===== src/rtl/pcm_cache_pkg.sv =====
// Shared definitions for the PCM ROM read cache.
//   LINE_BYTES / OFF_W : geometry of one cached DDRAM line (8 bytes, 3 offset bits)
//   state_t            : controller states
//   byte_sel()         : pick byte 'off' out of a 64-bit line (byte n = line[8n+:8])
package pcm_cache_pkg;

  localparam int LINE_BYTES = 8;
  localparam int OFF_W      = 3;

  typedef enum logic [2:0] {
    IDLE      = 3'd0,
    HIT       = 3'd1,
    MISS_REQ  = 3'd2,
    MISS_WAIT = 3'd3,
    FILL      = 3'd4
  } state_t;

  function automatic logic [7:0] byte_sel(input logic [8*LINE_BYTES-1:0] line,
                                          input logic [OFF_W-1:0]        off);
    return line[{off, 3'b000} +: 8];
  endfunction

endpackage


===== src/rtl/pcm_rom_cache.sv =====
// Direct-mapped read cache between the PCM sample fetcher and DDRAM channel 1.
// Each request returns one byte; lines are 8 bytes, fetched whole from DDRAM.
//   clk_sys      : system clock
//   reset        : synchronous active-high reset, overrides a fetch in flight
//   flush        : level; clears all valid bits every cycle while high
//   rom_addr     : byte address, sampled with rom_read
//   rom_read     : one-cycle request strobe (ignored while busy)
//   rom_data     : returned byte, held after the rdy pulse
//   rom_data_rdy : one-cycle completion pulse
//   ddr_addr     : line-aligned fetch address, held from request to ready
//   ddr_req      : one-cycle fetch request pulse
//   ddr_data     : 64-bit line, byte n = ddr_data[8n+:8]
//   ddr_ready    : one-cycle fetch completion pulse (ignored outside MISS_WAIT)
//   busy         : high from accepted request through the rdy cycle
module pcm_rom_cache
  import pcm_cache_pkg::*;
#(
  parameter int ADDR_W = 18,
  parameter int IDX_W  = 2
) (
  input  logic              clk_sys,
  input  logic              reset,
  input  logic              flush,
  input  logic [ADDR_W-1:0] rom_addr,
  input  logic              rom_read,
  output logic [7:0]        rom_data,
  output logic              rom_data_rdy,
  output logic [ADDR_W-1:0] ddr_addr,
  output logic              ddr_req,
  input  logic [63:0]       ddr_data,
  input  logic              ddr_ready,
  output logic              busy
);

  localparam int LINES = 1 << IDX_W;
  localparam int TAG_W = ADDR_W - IDX_W - OFF_W;

  state_t             state_reg, state_next;
  logic [ADDR_W-1:0]  addr_reg;
  logic [ADDR_W-1:0]  ddr_addr_reg;
  logic [7:0]         rom_data_reg;
  logic               rdy_reg;
  logic               flush_seen_reg;

  logic [63:0]        line_data [LINES];
  logic [TAG_W-1:0]   line_tag  [LINES];
  logic [LINES-1:0]   line_valid;

  // Fields of the incoming request and of the latched request
  logic [IDX_W-1:0]   in_idx;
  logic [TAG_W-1:0]   in_tag;
  logic [OFF_W-1:0]   cur_off;
  logic [IDX_W-1:0]   cur_idx;
  logic [TAG_W-1:0]   cur_tag;

  assign in_idx  = rom_addr[IDX_W+OFF_W-1:OFF_W];
  assign in_tag  = rom_addr[ADDR_W-1:IDX_W+OFF_W];
  assign cur_off = addr_reg[OFF_W-1:0];
  assign cur_idx = addr_reg[IDX_W+OFF_W-1:OFF_W];
  assign cur_tag = addr_reg[ADDR_W-1:IDX_W+OFF_W];

  logic accept;
  logic lookup_hit;
  logic fill;

  // busy also covers the rdy cycle after a hit, so a strobe coincident
  // with rom_data_rdy is dropped like any other strobe while busy.
  assign busy       = (state_reg != IDLE) || rdy_reg;
  assign accept     = rom_read && !busy;
  // A held flush forces misses even though the valid bits clear only at the edge.
  assign lookup_hit = line_valid[in_idx] && !flush && (line_tag[in_idx] == in_tag);
  assign fill       = (state_reg == MISS_WAIT) && ddr_ready;

  always_comb begin
    state_next = state_reg;
    ddr_req    = 1'b0;
    case (state_reg)
      IDLE:      if (accept) state_next = lookup_hit ? HIT : MISS_REQ;
      HIT:       state_next = IDLE;
      MISS_REQ: begin
        ddr_req    = 1'b1;
        state_next = MISS_WAIT;
      end
      MISS_WAIT: if (ddr_ready) state_next = FILL;
      FILL:      state_next = IDLE;
      default:   state_next = IDLE;
    endcase
  end

  always_ff @(posedge clk_sys) begin
    if (reset) begin
      state_reg      <= IDLE;
      addr_reg       <= '0;
      ddr_addr_reg   <= '0;
      rom_data_reg   <= 8'h00;
      rdy_reg        <= 1'b0;
      flush_seen_reg <= 1'b0;
    end else begin
      state_reg <= state_next;
      rdy_reg   <= 1'b0;

      if (state_reg == IDLE && accept) begin
        addr_reg <= rom_addr;
        if (!lookup_hit) ddr_addr_reg <= {rom_addr[ADDR_W-1:OFF_W], {OFF_W{1'b0}}};
      end

      // Hit data comes from the cache array one cycle after lookup; miss data
      // is taken straight off the DDRAM bus so rdy follows ddr_ready by one cycle.
      if (state_reg == HIT) begin
        rdy_reg      <= 1'b1;
        rom_data_reg <= byte_sel(line_data[cur_idx], cur_off);
      end else if (fill) begin
        rdy_reg      <= 1'b1;
        rom_data_reg <= byte_sel(ddr_data, cur_off);
      end

      if ((state_reg == MISS_REQ || state_reg == MISS_WAIT) && flush)
        flush_seen_reg <= 1'b1;
      else if (state_reg == FILL)
        flush_seen_reg <= 1'b0;
    end
  end

  generate
    for (genvar gi = 0; gi < LINES; gi++) begin : g_line
      logic [63:0]      data_reg;
      logic [TAG_W-1:0] tag_reg;
      logic             valid_reg;
      logic             sel;

      assign sel = fill && (cur_idx == IDX_W'(gi));

      always_ff @(posedge clk_sys) begin
        if (sel) begin
          data_reg <= ddr_data;
          tag_reg  <= cur_tag;
        end
      end

      // A line fetched while a flush was seen may hold pre-reload ROM data,
      // so it is written but left invalid.
      always_ff @(posedge clk_sys) begin
        if (reset || flush)
          valid_reg <= 1'b0;
        else if (sel && !flush_seen_reg)
          valid_reg <= 1'b1;
      end

      assign line_data[gi]  = data_reg;
      assign line_tag[gi]   = tag_reg;
      assign line_valid[gi] = valid_reg;
    end
  endgenerate

  assign rom_data     = rom_data_reg;
  assign rom_data_rdy = rdy_reg;
  assign ddr_addr     = ddr_addr_reg;

endmodule


===== config.mk =====
export PLATFORM = sky130hd
export DESIGN_NAME = pcm_rom_cache
export DESIGN_NICKNAME = d
export VERILOG_FILES = /design/src/rtl/pcm_cache_pkg.sv /design/src/rtl/pcm_rom_cache.sv
export SDC_FILE = /design/constraint.sdc
export NUM_CORES = 1
export LEC_CHECK = 0
export CORE_ASPECT_RATIO = 1.75
export CORE_MARGIN = 4
export CORE_UTILIZATION = 50
export CTS_CLUSTER_SIZE = 8
export DETAILED_ROUTE_END_ITERATION = 10
export GPL_TIMING_DRIVEN = 0
export PLACE_DENSITY = 0.7
export SLEW_MARGIN = 20
export SYNTH_ARGS = -nofsm -noshare
export SYNTH_HDL_FRONTEND = slang
export SYNTH_SLANG_ARGS = --single-unit
export TNS_END_PERCENT = 10

===== constraint.sdc =====
create_clock -name clk_sys -period 11.9 [get_ports clk_sys]
set_input_delay 3.57 -clock clk_sys [delete_from_list [all_inputs] [get_ports clk_sys]]
set_output_delay 3.57 -clock clk_sys [all_outputs]
set_load 0.01 [all_outputs]

==> results of run 1 <==
-- cells by family after synthesis --
family	count (synthesis)	synth area share, %
DFF	358	71.1
and+or+nand+nor	156	5.38
muxes	120	17.0
AOI/OAI and AO/OA	76	3.34
buffers and inverters	57	2.06
xor gates and xnor gates	17	1.09
other	1	0.0260
-- worst paths after layout --
check / start / to
worst max-delay path: state_reg[1] / busy
worst min register to register: ddr_addr[11] / ddr_addr[11]
worst max register to register: state_reg[1] / rom_data[6]
worst min-delay path: ddr_addr[11] / ddr_addr[11]
-- critical path, stage by stage (launching register included) --
cell and delay (ns):
dfxtp_1 0.29, clkbuf_1 0.20, nor4_1 0.44, inv_1 0.07, clkdlybuf4s50_1 0.49
-- cell usage in the layout (no fill, tap or decap), drive strengths merged, types with 2 or more instances in the layout --
cell and instances:
mux4 97, a32o 2, clkdlybuf4s50 108, o22ai 3, nand2 67, nand4 4
a211oi 4, a31oi 5, nand2b 32, xnor2 13, and2 6, dfxtp 50
a21oi 42, o21bai 2, a22o 2, conb 3, nor2 15, nand3 11
xor2 4, edfxtp 308, nor3 10, nor2b 3, a311oi 3, buf 50
nor3b 2, o21a 2, inv 5, nor4 2, o21ai 3, mux2i 22
clkbuf 116
-- metrics by stage --
| step | cell area [µm²] | std cells | total power [W] | setup slack (ns) |
|---|---|---|---|---|
| final | 17700 | 1388 | 0.00294 | 6.30 |
| after global routing | 17700 | 1387 | 0.00304 | 6.08 |
| after CTS | 17700 | 1387 | 0.00298 | 6.28 |
| after detailed placement | 16200 | 1296 | 0.00167 | 5.80 |
| after global placement | 16000 | 1273 | 0.00167 | -2.60 |
| after floorplan | 14400 | 787 | 0.00156 | 2.34 |
-- power by group through the flow --
stage / registers [W] / clock network [W] / logic (W)
floorplan: 0.00142 / 0 / 0.000142
global placement: 0.00142 / 0 / 0.000250
detailed placement: 0.00142 / 0 / 0.000255
CTS: 0.00139 / 0.00133 / 0.000256
global route: 0.00139 / 0.00138 / 0.000271
finish: 0.00139 / 0.00130 / 0.000253
-- final cells by class --
type / count / share of cell area [%]
Antenna cell: 1 / 0.0142
Timing Repair Buffer: 131 / 7.49
Multi-Input combinational cell: 372 / 22.0
Clock inverter: 1 / 0.0496
Inverter: 4 / 0.0850
Tap cell: 378 / 2.68
Buffer: 53 / 1.59
Clock buffer: 90 / 8.11
Sequential cell: 358 / 58.0
-- routing by layer --
| metal | up-vias | GRT usage [%] | share of wire, % |
|---|---|---|---|
| met4 | 0 | 8.76 | 3.7 |
| met1 | 4048 | 24.9 | 37 |
| li1 | 3512 | - | - |
| met3 | 71 | 3.42 | 5.8 |
| met5 | - | 0 | 0 |
| met2 | 315 | 37.4 | 54 |
==> flow_summary.yaml, run 1 <==
run_status:
  status: "finished, final reports clean"
synth:
  ys_types: 54
  yosysWarnings: 0
  synth_cells: 785
  synth_ff_type: "edfxtp_1"
  syn_avg_cell_area_um2: 18.4
  synth_top_area_share_pct: 64.2
  synth-edff-count: 308
  synth.most_common_cell: "edfxtp_1"
  synth_async_sr_flop_share_pct: 0
  ys_top_cells_by_area: "edfxtp_1, mux4_2, dfxtp_1, nand2_1, mux2i_1"
  seq_area_frac_synth_pct: 71.1
  synth.ff_latch_count: 358
  syn_area_um2: 14400
  synth_common_cells: "edfxtp_1, mux4_2, nand2_1, dfxtp_1, a21oi_1"
  synth_top_area_cell: "edfxtp_1"
grt:
  grtUsageTotal_pct: 20.9
  grt_pass1_vias: 8468
  grt_pass1_wl_um: 49300
  grt_max_degree: 42
  antenna_found_initial: 0
  grt.overflow.total: 0
flow_run:
  maxCapViolCount: 0
detailed_routing:
  routed_via_density: 5.72
  routed_wl_um: 32500
  vias: 7946
  ant_nets: 0
  drc: 0
  drt-initial-drc-count: 595
  wl_per_cell_um: 23.4
  drtPass1Iterations: 7
clocking:
  clockBufferDepth: 3
  path_clk_slew_ns: 0.05
  clock-sinks: 358
  cts.htree.levels: 2
  cts_buffers: 50
  clk_latency_ns: 0.55
  post_cts_resized: 0
  cts_setup_buffers: 0
  cts_tree: "built"
  cts_root_buf: "clkbuf_16"
  cts-hold-fix-buffers: 0
worst_setup_path:
  cp.arrival_ns: 2.03
  worstSetupPathType: "reg2out"
  endpoint_kind: "primary output"
  cp_max_fo: 10
  critPathRequiredTime_ns: 8.33
  reg2regPathDepth: 8
  start_kind: "flip-flop"
  r2r_slack_ns: 8.71
floorplanning:
  start_util_pct: 50.5
  die_x_um: 136
  io_pins: 116
  num_rows: 82
  core-area_um2: 28500
  die_area_um2: 31700
  fp.dieH_um: 233
timing:
  final.setup_skew_ns: 0.0138
  fin_crit_sh_pct: 47.0
  slew_viol_final: 0
  finalSetupTns_ns: 0
  tightest_slew_ns: 1.16
  fmax_mhz: 179
  relSlewSlack_pct: 22.8
  rsz0062_at_grt: "false"
  hold_viol_final: 0
  min_period_ns: 5.60
  setup_violations: 0
  hold_slack_ns: 0.469
power_and_ir_drop:
  switching_share_pct: 21.7
  p_int_w: 0.00231
  peakVddDrop_mv: 0.108
  combPwrFrac_pct: 8.6
  p_sw_w: 0.000638
  p_leak_nw: 5.70
  clock_power_share_pct: 44.1
  pwr-share-seq_pct: 47.3
  power_density_nw_per_um2: 167
final_layout:
  fillCellCount: 2174
  nNetsFinal: 1057
  postLayoutCoreUtil_pct: 61.9
  areaGrowthSynthToFinish_pct: 22.7
  drive_gt1_share_pct: 19.9
  largest_reg_flops: 256
  regArea_um2: 10200
  multiInputGateArea_um2: 3880
placement:
  dp_hpwl_um: 22100
  port_buffers: 108
  place_congestion: 0.811
min_path:
  hold_path.class: "reg2reg"
  hold_path_depth: 2
No activity file was read; power rests on OpenSTA's default activity.
==> run 2: changes to the inputs <==
Clock period 11.9 ns to 5.6 ns, I/O delays scaled along.
==> results of run 2 <==
The final DEF is identical to that of run 1. Status: finished, final reports clean.
Among the figures that moved: setup slack after placement 5.80 ns -> 1.39 ns; setup slack after layout 6.30 ns -> 1.89 ns; register-to-register setup slack 8.71 ns -> 2.41 ns; total power 0.00294 W -> 0.00626 W; worst IR drop on VDD 0.108 mV -> 0.229 mV
